--- src/rtl/sound_mailbox_if.sv ---
// Bus bundle between the 68k decode, the 6502 decode and the sound mailbox.
// The mailbox is the slave; whatever drives both CPU sides uses the master view.
interface sound_mailbox_if;
   logic       main_wr_b;
   logic       main_rd_b;
   logic [7:0] main_din;
   logic [7:0] main_dout;
   logic [2:0] main_stat;
   logic       main_irq_b;
   logic       snd_rst_req;
   logic       snd_wr_b;
   logic       snd_rd_b;
   logic [7:0] snd_din;
   logic [7:0] snd_dout;
   logic [2:0] snd_stat;
   logic       SNDNMI_b;
   logic       SNDRST_b;

   modport master (
      output main_wr_b, main_rd_b, main_din, snd_rst_req, snd_wr_b, snd_rd_b, snd_din,
      input  main_dout, main_stat, main_irq_b, snd_dout, snd_stat, SNDNMI_b, SNDRST_b
   );

   modport slave (
      input  main_wr_b, main_rd_b, main_din, snd_rst_req, snd_wr_b, snd_rd_b, snd_din,
      output main_dout, main_stat, main_irq_b, snd_dout, snd_stat, SNDNMI_b, SNDRST_b
   );
endinterface

--- src/rtl/sound_mailbox.sv ---
// Command/response latch pair between the 68010 and the 6502 sound CPU,
// with the 6502 NMI pulse and the sound-CPU reset stretcher.
module sound_mailbox #(
   parameter int NMI_CYCLES = 4,
   parameter int RST_CYCLES = 64,
   parameter int CNT_W      = 8
) (
   input logic             clk,
   input logic             rst_b,
   sound_mailbox_if.slave  bus
);

   localparam logic [CNT_W-1:0] NMI_LOAD = CNT_W'(NMI_CYCLES);
   localparam logic [CNT_W-1:0] RST_LOAD = CNT_W'(RST_CYCLES);

   logic             main_wr_q, main_rd_q, snd_wr_q, snd_rd_q, rst_req_q;
   logic             main_wr_d, main_rd_d, snd_wr_d, snd_rd_d, rst_req_d;
   logic [7:0]       cmd_data_q, cmd_data_d, rsp_data_q, rsp_data_d;
   logic             cmd_full_q, cmd_full_d, cmd_ovr_q, cmd_ovr_d;
   logic             rsp_full_q, rsp_full_d, rsp_ovr_q, rsp_ovr_d;
   logic [CNT_W-1:0] nmi_cnt_q, nmi_cnt_d, rst_cnt_q, rst_cnt_d;
   logic             sndnmi_b_q, sndnmi_b_d, sndrst_b_q, sndrst_b_d;
   logic             main_irq_b_q, main_irq_b_d;

   logic rst_active;
   logic mw_ev, mr_ev, sw_ev, sr_ev;

   always_comb begin
      main_wr_d = bus.main_wr_b;
      main_rd_d = bus.main_rd_b;
      snd_wr_d  = bus.snd_wr_b;
      snd_rd_d  = bus.snd_rd_b;
      rst_req_d = bus.snd_rst_req;

      rst_cnt_d = rst_cnt_q;
      if (bus.snd_rst_req && !rst_req_q)
         rst_cnt_d = RST_LOAD;
      else if (rst_cnt_q != '0)
         rst_cnt_d = rst_cnt_q - 1'b1;

      // Events are qualified with the next counter value so a reset request
      // blanks the flags on the same edge it is recognised.
      rst_active = (rst_cnt_d != '0);
      mw_ev = main_wr_q & ~bus.main_wr_b & ~rst_active;
      mr_ev = main_rd_q & ~bus.main_rd_b & ~rst_active;
      sw_ev = snd_wr_q  & ~bus.snd_wr_b  & ~rst_active;
      sr_ev = snd_rd_q  & ~bus.snd_rd_b  & ~rst_active;

      cmd_data_d = cmd_data_q;
      cmd_full_d = cmd_full_q;
      cmd_ovr_d  = cmd_ovr_q;
      if (mw_ev) begin
         cmd_data_d = bus.main_din;
         cmd_full_d = 1'b1;
         if (cmd_full_q && !sr_ev)
            cmd_ovr_d = 1'b1;
      end else if (sr_ev) begin
         cmd_full_d = 1'b0;
         cmd_ovr_d  = 1'b0;
      end

      rsp_data_d = rsp_data_q;
      rsp_full_d = rsp_full_q;
      rsp_ovr_d  = rsp_ovr_q;
      if (sw_ev) begin
         rsp_data_d = bus.snd_din;
         rsp_full_d = 1'b1;
         if (rsp_full_q && !mr_ev)
            rsp_ovr_d = 1'b1;
      end else if (mr_ev) begin
         rsp_full_d = 1'b0;
         rsp_ovr_d  = 1'b0;
      end

      nmi_cnt_d = nmi_cnt_q;
      if (mw_ev)
         nmi_cnt_d = NMI_LOAD;
      else if (nmi_cnt_q != '0)
         nmi_cnt_d = nmi_cnt_q - 1'b1;

      if (rst_active) begin
         cmd_full_d = 1'b0;
         cmd_ovr_d  = 1'b0;
         rsp_full_d = 1'b0;
         rsp_ovr_d  = 1'b0;
         nmi_cnt_d  = '0;
      end

      sndnmi_b_d   = (nmi_cnt_d == '0);
      sndrst_b_d   = ~rst_active;
      main_irq_b_d = ~rsp_full_d;
   end

   always_ff @(posedge clk) begin
      if (!rst_b) begin
         main_wr_q    <= 1'b1;
         main_rd_q    <= 1'b1;
         snd_wr_q     <= 1'b1;
         snd_rd_q     <= 1'b1;
         rst_req_q    <= 1'b0;
         cmd_data_q   <= '0;
         rsp_data_q   <= '0;
         cmd_full_q   <= 1'b0;
         cmd_ovr_q    <= 1'b0;
         rsp_full_q   <= 1'b0;
         rsp_ovr_q    <= 1'b0;
         nmi_cnt_q    <= '0;
         rst_cnt_q    <= RST_LOAD;
         sndnmi_b_q   <= 1'b1;
         sndrst_b_q   <= 1'b0;
         main_irq_b_q <= 1'b1;
      end else begin
         main_wr_q    <= main_wr_d;
         main_rd_q    <= main_rd_d;
         snd_wr_q     <= snd_wr_d;
         snd_rd_q     <= snd_rd_d;
         rst_req_q    <= rst_req_d;
         cmd_data_q   <= cmd_data_d;
         rsp_data_q   <= rsp_data_d;
         cmd_full_q   <= cmd_full_d;
         cmd_ovr_q    <= cmd_ovr_d;
         rsp_full_q   <= rsp_full_d;
         rsp_ovr_q    <= rsp_ovr_d;
         nmi_cnt_q    <= nmi_cnt_d;
         rst_cnt_q    <= rst_cnt_d;
         sndnmi_b_q   <= sndnmi_b_d;
         sndrst_b_q   <= sndrst_b_d;
         main_irq_b_q <= main_irq_b_d;
      end
   end

   assign bus.snd_dout   = cmd_data_q;
   assign bus.main_dout  = rsp_data_q;
   assign bus.main_stat  = {cmd_ovr_q, cmd_full_q, rsp_full_q};
   assign bus.snd_stat   = {rsp_ovr_q, rsp_full_q, cmd_full_q};
   assign bus.main_irq_b = main_irq_b_q;
   assign bus.SNDNMI_b   = sndnmi_b_q;
   assign bus.SNDRST_b   = sndrst_b_q;

endmodule

--- src/flat_wrapper.sv ---
// flat-port wrapper written by rule: the top's interface ports become plain ports
module sound_mailbox_flat 
#(
   parameter int NMI_CYCLES = 4,
   parameter int RST_CYCLES = 64,
   parameter int CNT_W      = 8
)
  (clk, rst_b, bus_main_wr_b, bus_main_rd_b, bus_main_din, bus_snd_rst_req, bus_snd_wr_b, bus_snd_rd_b, bus_snd_din, bus_main_dout, bus_main_stat, bus_main_irq_b, bus_snd_dout, bus_snd_stat, bus_SNDNMI_b, bus_SNDRST_b);
  sound_mailbox_if bus_i ();
  input logic clk;
  input logic rst_b;
  input wire logic [$bits(bus_i.main_wr_b)-1:0] bus_main_wr_b;
  input wire logic [$bits(bus_i.main_rd_b)-1:0] bus_main_rd_b;
  input wire logic [$bits(bus_i.main_din)-1:0] bus_main_din;
  input wire logic [$bits(bus_i.snd_rst_req)-1:0] bus_snd_rst_req;
  input wire logic [$bits(bus_i.snd_wr_b)-1:0] bus_snd_wr_b;
  input wire logic [$bits(bus_i.snd_rd_b)-1:0] bus_snd_rd_b;
  input wire logic [$bits(bus_i.snd_din)-1:0] bus_snd_din;
  output wire logic [$bits(bus_i.main_dout)-1:0] bus_main_dout;
  output wire logic [$bits(bus_i.main_stat)-1:0] bus_main_stat;
  output wire logic [$bits(bus_i.main_irq_b)-1:0] bus_main_irq_b;
  output wire logic [$bits(bus_i.snd_dout)-1:0] bus_snd_dout;
  output wire logic [$bits(bus_i.snd_stat)-1:0] bus_snd_stat;
  output wire logic [$bits(bus_i.SNDNMI_b)-1:0] bus_SNDNMI_b;
  output wire logic [$bits(bus_i.SNDRST_b)-1:0] bus_SNDRST_b;
  assign bus_i.main_wr_b = bus_main_wr_b;
  assign bus_i.main_rd_b = bus_main_rd_b;
  assign bus_i.main_din = bus_main_din;
  assign bus_i.snd_rst_req = bus_snd_rst_req;
  assign bus_i.snd_wr_b = bus_snd_wr_b;
  assign bus_i.snd_rd_b = bus_snd_rd_b;
  assign bus_i.snd_din = bus_snd_din;
  assign bus_main_dout = bus_i.main_dout;
  assign bus_main_stat = bus_i.main_stat;
  assign bus_main_irq_b = bus_i.main_irq_b;
  assign bus_snd_dout = bus_i.snd_dout;
  assign bus_snd_stat = bus_i.snd_stat;
  assign bus_SNDNMI_b = bus_i.SNDNMI_b;
  assign bus_SNDRST_b = bus_i.SNDRST_b;
  sound_mailbox #(.NMI_CYCLES(NMI_CYCLES), .RST_CYCLES(RST_CYCLES), .CNT_W(CNT_W)) u_core (.clk(clk), .rst_b(rst_b), .bus(bus_i));
endmodule
--- config.mk ---
export PLATFORM = sky130hd
export DESIGN_NAME = sound_mailbox_flat
export DESIGN_NICKNAME = d
export VERILOG_FILES = /design/src/rtl/sound_mailbox_if.sv /design/src/rtl/sound_mailbox.sv /design/src/flat_wrapper.sv
export SDC_FILE = /design/constraint.sdc
export NUM_CORES = 1
export LEC_CHECK = 0
export ABC_AREA = 0
export CAP_MARGIN = 20
export CORE_MARGIN = 4
export CORE_UTILIZATION = 32
export DETAILED_ROUTE_END_ITERATION = 10
export GPL_ROUTABILITY_DRIVEN = 0
export GPL_TIMING_DRIVEN = 0
export PLACE_DENSITY = 0.54
export SYNTH_ARGS = -nofsm -noshare
export SYNTH_HDL_FRONTEND = slang
export SYNTH_SLANG_ARGS = --single-unit
--- constraint.sdc ---
create_clock -name clk -period 2 [get_ports clk]
set_input_delay 0.4 -clock clk [delete_from_list [all_inputs] [get_ports clk]]
set_output_delay 0.4 -clock clk [all_outputs]
set_load 0.005 [all_outputs]
==> impl_metrics.tcl, run 1 <==
set metrics [dict create \
    synth_top_cell_area_share_pct 41.12 \
    yosys-top-cells-area "dfxtp_1, nand2_1, mux2i_1, nor2_1, buf_4" \
    tightestPinTransition_ns 0.4696 \
    clk_pin_slew_worst_paths_ns 0.08 \
    timing.fmax_ghz 0.4731 \
    drv_slew 0 \
    hpwl_um 3486 \
    viasPerCell 4.728 \
    initial_core_util_pct 33.35 \
    layout_common_cells "clkdlybuf4s50_1, nand2_1, dfxtp_1, buf_4, nor2_1" \
    cp_top_family "compound AO/OA/AOI/OAI gates" \
    post-route-util_pct 48.10 \
    setup_tns_ns -1.866 \
    synth_nets 274 \
    avgRoutedWirePerCell_um 12.48 \
    cts_buffer_depth 2 \
    synth.avg_cell_area_um2 8.672 \
    fin_crit_ns 2.114 \
    p_leak_nw 1.206 \
    n_antenna_cell 0 \
    r2r_slack_ns -0.11 \
    yosysWarnings 0 \
    antenna_found_initial 0 \
    die_area_mm2 0.008067 \
    detailedPlace.worstSlack_ns -0.5069 \
    critical_path.cell_chain "inv_4, ha_4, nand3b_1, a21o_1, o31a_4, or3_4, a41o_1" \
    arrival_ns 2.30 \
    post-route-period-util_pct 105.7 \
    outcome "finished, violations left" \
    finalHoldViolCount 0 \
    violations "negative setup slack" \
    yosysSeqAreaShare_pct 41.12 \
    skew_ns 0.005035 \
    layout_commonest_cell "clkdlybuf4s50_1" \
    hold_class "register to register" \
    grt_pass1_vias 1781 \
    end_kind "register" \
    syn_inst 247 \
    place_inst 371 \
    htreeDepth 2 \
    rsz0062_at_grt "yes" \
    core_mm2 0.006422 \
    slowest_stage "or3_4" \
    ys.flop_type "dfxtp_1" \
    dpl_cell_area_mm2 0.002721 \
    fp-row-count 29 \
    grt.total_usage_pct 12.32 \
    io_buffers 47 \
    setup_viol 25 \
    power_density_mw_per_mm2 700.4 \
    routed_wl_um 4903 \
    power_mw 2.164 \
    cap_violations 0 \
    cp.required_ns 2.19 \
    crit_buf_inv 1 \
    die_h_um 89.82 \
    grt_max_degree 14 \
    grt_pass1_wl_um 8342 \
    area_delta_synth_final_pct 44.22 \
    ioPinCount 48 \
    async_flop_share_pct 0 \
    critPathMaxFanout 8 \
    layoutNonFillerInstCount 393 \
    die_w_um 89.82 \
    holdWs_ns 0.4605 \
    synth_edf_count 0 \
    slowest_delay_ns 0.46 \
    worst_slack_ns -0.1136 \
    netlist_area_mm2 0.002142 \
    cts_sinks 44 \
    worstSetupPathType "register to register" \
    cts_made_buffers 5 \
    holdBufCountCts 0 \
    nets 342 \
    drive_above_1_share_pct 21.84 \
    clock_latency_ns 0.29 \
    postRouteAntennaNets 0 \
    synth-seq-cells 44 \
    cts_root_buffer "clkbuf_8" \
    first_pass_iters 4 \
    cts_tree "done" \
    relSlewSlack_pct 68.70 \
    yosys.area.top_type "dfxtp_1" \
    drc_errors 0 \
    grt-ovfl-total 0 \
    start_kind "register" \
    vias 1858 \
    final_cell_area_mm2 0.003089 \
    drt_iter0_drc 56 \
    yosysUniqueCellTypes 42 \
    ir_drop_mv 0.3414 \
]
power breakdown:
group | internal [mW] | total, mW | switching [mW]
clock network | 0.276 | 0.569 | 0.294
registers | 0.916 | 0.955 | 0.0385
logic | 0.336 | 0.640 | 0.304
total | 1.53 | 2.16 | 0.636
layer usage:
metal  wire [um]  GRT usage [%]
met1        2326          15.83
met2        2108          18.67
met3         406          5.593
met4          61          3.448
met5           0              0
layout make-up:
type / instances / area (um2)
well taps: 77 / 96.34
clock inverters: 2 / 10.01
flip-flops and latches: 44 / 893.4
fillers: 625 / 3333
repair buffers: 62 / 624.3
clock buffers: 6 / 82.58
multi-input cells: 176 / 1236
plain buffers: 16 / 106.4
inverters: 10 / 40.04
tightest hold or removal path: stages (launching register included):
cell	delay, ns
dfxtp_1	0.32
nand2_1	0.05
mux2i_1	0.05
path summary, 6_finish.rpt:
path	startpoint	depth (start not counted)	endpoint
worst max-delay path	u_core.rst_cnt_q[1]$_SDFF_PN0_	7	u_core.bus.SNDNMI_b$_SDFF_PN1_
worst min register to register	u_core.bus.main_dout[5]$_SDFFE_PN0N_	2	u_core.bus.main_dout[5]$_SDFFE_PN0N_
worst max register to register	u_core.rst_cnt_q[1]$_SDFF_PN0_	7	u_core.bus.SNDNMI_b$_SDFF_PN1_
worst min-delay path	u_core.bus.main_dout[5]$_SDFFE_PN0N_	2	u_core.bus.main_dout[5]$_SDFFE_PN0N_
cells in the mapped netlist, types with 4 or more instances:
library cell and number:
a21oi_1 8, buf_4 8, clkbuf_1 5, dfxtp_1 44, ha_1 4, inv_1 10
mux2i_1 16, nand2_1 44, nand2b_1 9, nand3_1 5, nor2_1 23, nor3_1 5
nor4_1 4, o21ai_0 11, or3_1 4, xnor2_1 6, xor2_1 4
registers in the layout (all words and copies together) (netlist names), 8 cells and up:
register,flops
u_core.bus.main_dout,8
u_core.bus.snd_dout,8
u_core.nmi_cnt_q,8
u_core.rst_cnt_q,8
kinds of logic after synthesis:
family,after synthesis,share of synthesized area (%)
AND/OR/NAND/NOR,109,25.70
flip-flops,44,41.12
AO/OA/AOI/OAI,37,12.62
buffers and inverters,27,6.659
multiplexers,16,7.476
XOR/XNOR,10,4.089
adder cells (fa/ha/maj),4,2.337
timing repair:
action                     CTS  global route
setup endpoints to repair   28            29
hold endpoints to repair     0             0
setup buffers                8             7
resized for setup            7            28
pin swaps                    8            10
gates cloned                 0             0
Power figures use the tool's default switching activity.
==> run 2: changes to the inputs <==
- CORE_UTILIZATION: 32 -> 45
- PLACE_DENSITY: 0.54 -> 0.72
==> run 2 against run 1 <==
The run still ends with negative setup slack left; non-clock buffer count grew 5; count of clock-buffer cells in the layout is the same; via count grew 2.5%; fmax shrank 2.0%; register-to-register slack lost 0.04 ns; final area grew 1.2%; hold slack lost 0.00059 ns; routed wire length grew 2.8%; die area shrank 27%; critical endpoint is now u_core.nmi_cnt_q[3]$_SDFF_PN0_.
==> impl_metrics.tcl, run 2 (synthesis results as in run 1) <==
set metrics [dict create \
    outcome "finished, violations left" \
    violations "negative setup slack" \
    p_leak_nw 1.247 \
    n_antenna_cell 0 \
    slowest_stage "or4b_4" \
    layout_commonest_cell "clkdlybuf4s50_1" \
    holdWs_ns 0.4599 \
    drt_iter0_drc 103 \
    antenna_found_initial 0 \
    viasPerCell 5.121 \
    post-route-period-util_pct 107.8 \
    tightestPinTransition_ns 0.6022 \
    crit_buf_inv 0 \
    io_buffers 47 \
    ir_drop_mv 0.4607 \
    dpl_cell_area_mm2 0.002690 \
    grt.total_usage_pct 16.95 \
    core_mm2 0.004474 \
    critical_path.cell_chain "or4_4, o41ai_4, a211oi_2, or4b_4, a21oi_2" \
    cp_top_family "simple AND/OR/NAND/NOR gates" \
    initial_core_util_pct 47.87 \
    arrival_ns 2.39 \
    drv_slew 0 \
    setup_viol 25 \
    cp.required_ns 2.24 \
    slowest_delay_ns 0.60 \
    cts_made_buffers 5 \
    final_cell_area_mm2 0.003126 \
    hpwl_um 3388 \
    worst_slack_ns -0.1563 \
    critPathMaxFanout 5 \
    area_delta_synth_final_pct 45.91 \
    clk_pin_slew_worst_paths_ns 0.08 \
    first_pass_iters 4 \
    skew_ns 0.006834 \
    avgRoutedWirePerCell_um 13.54 \
    die_h_um 77.00 \
    nets 347 \
    fin_crit_ns 2.156 \
    drive_above_1_share_pct 22.81 \
    grt_max_degree 14 \
    rsz0062_at_grt "yes" \
    fp-row-count 24 \
    holdBufCountCts 0 \
    cts_tree "done" \
    postRouteAntennaNets 0 \
    relSlewSlack_pct 59.75 \
    setup_tns_ns -2.156 \
    die_area_mm2 0.005928 \
    end_kind "register" \
    cts_sinks 44 \
    hold_class "register to register" \
    vias 1905 \
    power_density_mw_per_mm2 751.3 \
    grt_pass1_vias 1843 \
    r2r_slack_ns -0.16 \
    grt_pass1_wl_um 8266 \
    cap_violations 0 \
    finalHoldViolCount 0 \
    place_inst 346 \
    drc_errors 0 \
    cts_root_buffer "clkbuf_8" \
    layoutNonFillerInstCount 372 \
    cts_buffer_depth 2 \
    routed_wl_um 5038 \
    start_kind "register" \
    timing.fmax_ghz 0.4638 \
    htreeDepth 2 \
    layout_common_cells "clkdlybuf4s50_1, nand2_1, dfxtp_1, buf_4, nor2_1" \
    worstSetupPathType "register to register" \
    grt-ovfl-total 0 \
    ioPinCount 48 \
    clock_latency_ns 0.29 \
    die_w_um 77.00 \
    power_mw 2.348 \
]
run 2: cell count changes in the layout (fill, tap and decap cells not counted), sizes merged:
cell    delta
buf        +5
clkinv     -2
bufinv     +1
run 2: where the power goes:
group | switching, mW | internal [mW] | leakage [nW]
Combinational | 0.324 | 0.333 | 0.825
Sequential | 0.0372 | 0.916 | 0.360
Clock | 0.297 | 0.441 | 0.0624
run 2: layout make-up:
| cell class | instances | area [um2] |
|---|---|---|
| plain buffers | 16 | 106.4 |
| clock buffers | 6 | 93.84 |
| clock inverters | 1 | 30.03 |
| fillers | 360 | 1349 |
| inverters | 10 | 40.04 |
| multi-input cells | 176 | 1244 |
| flip-flops and latches | 44 | 893.4 |
| well taps | 52 | 65.06 |
| repair buffers | 67 | 653.1 |
run 2: repair_timing:
action | CTS | global route
setup endpoints to repair | 28 | 31
pin swaps | 9 | 10
setup buffers | 11 | 11
gates resized for setup | 6 | 31
run 2: final timing paths:
path,from,endpoint,cells after the start
max reg2reg,u_core.rst_cnt_q[1]$_SDFF_PN0_,u_core.nmi_cnt_q[3]$_SDFF_PN0_,5
min,u_core.bus.main_dout[5]$_SDFFE_PN0N_,u_core.bus.main_dout[5]$_SDFFE_PN0N_,2
min reg2reg,u_core.bus.main_dout[5]$_SDFFE_PN0N_,u_core.bus.main_dout[5]$_SDFFE_PN0N_,2
max,u_core.rst_cnt_q[1]$_SDFF_PN0_,u_core.nmi_cnt_q[3]$_SDFF_PN0_,5
run 2: through the flow:
stage,utilization [%],worst slack [ns]
floorplan,-,-0.1252
global placement,60.12,-0.4748
detailed placement,60.12,-0.4936
CTS,65.83,-0.2193
global route,69.85,-0.2070
finish,69.85,-0.1563
run 2: layer usage:
metal / vias to the layer above / share of wire, % / track usage [%]
met5: - / 0 / 0
met4: 0 / 1.6 / 5.516
met3: 9 / 7.3 / 6.674
li1: 976 / - / -
met2: 50 / 46 / 26.83
met1: 870 / 45 / 21.10
run 2: tightest hold or removal path: stages (launching register included):
cell	delay [ns]
dfxtp_1	0.32
nand2_1	0.05
mux2i_1	0.05
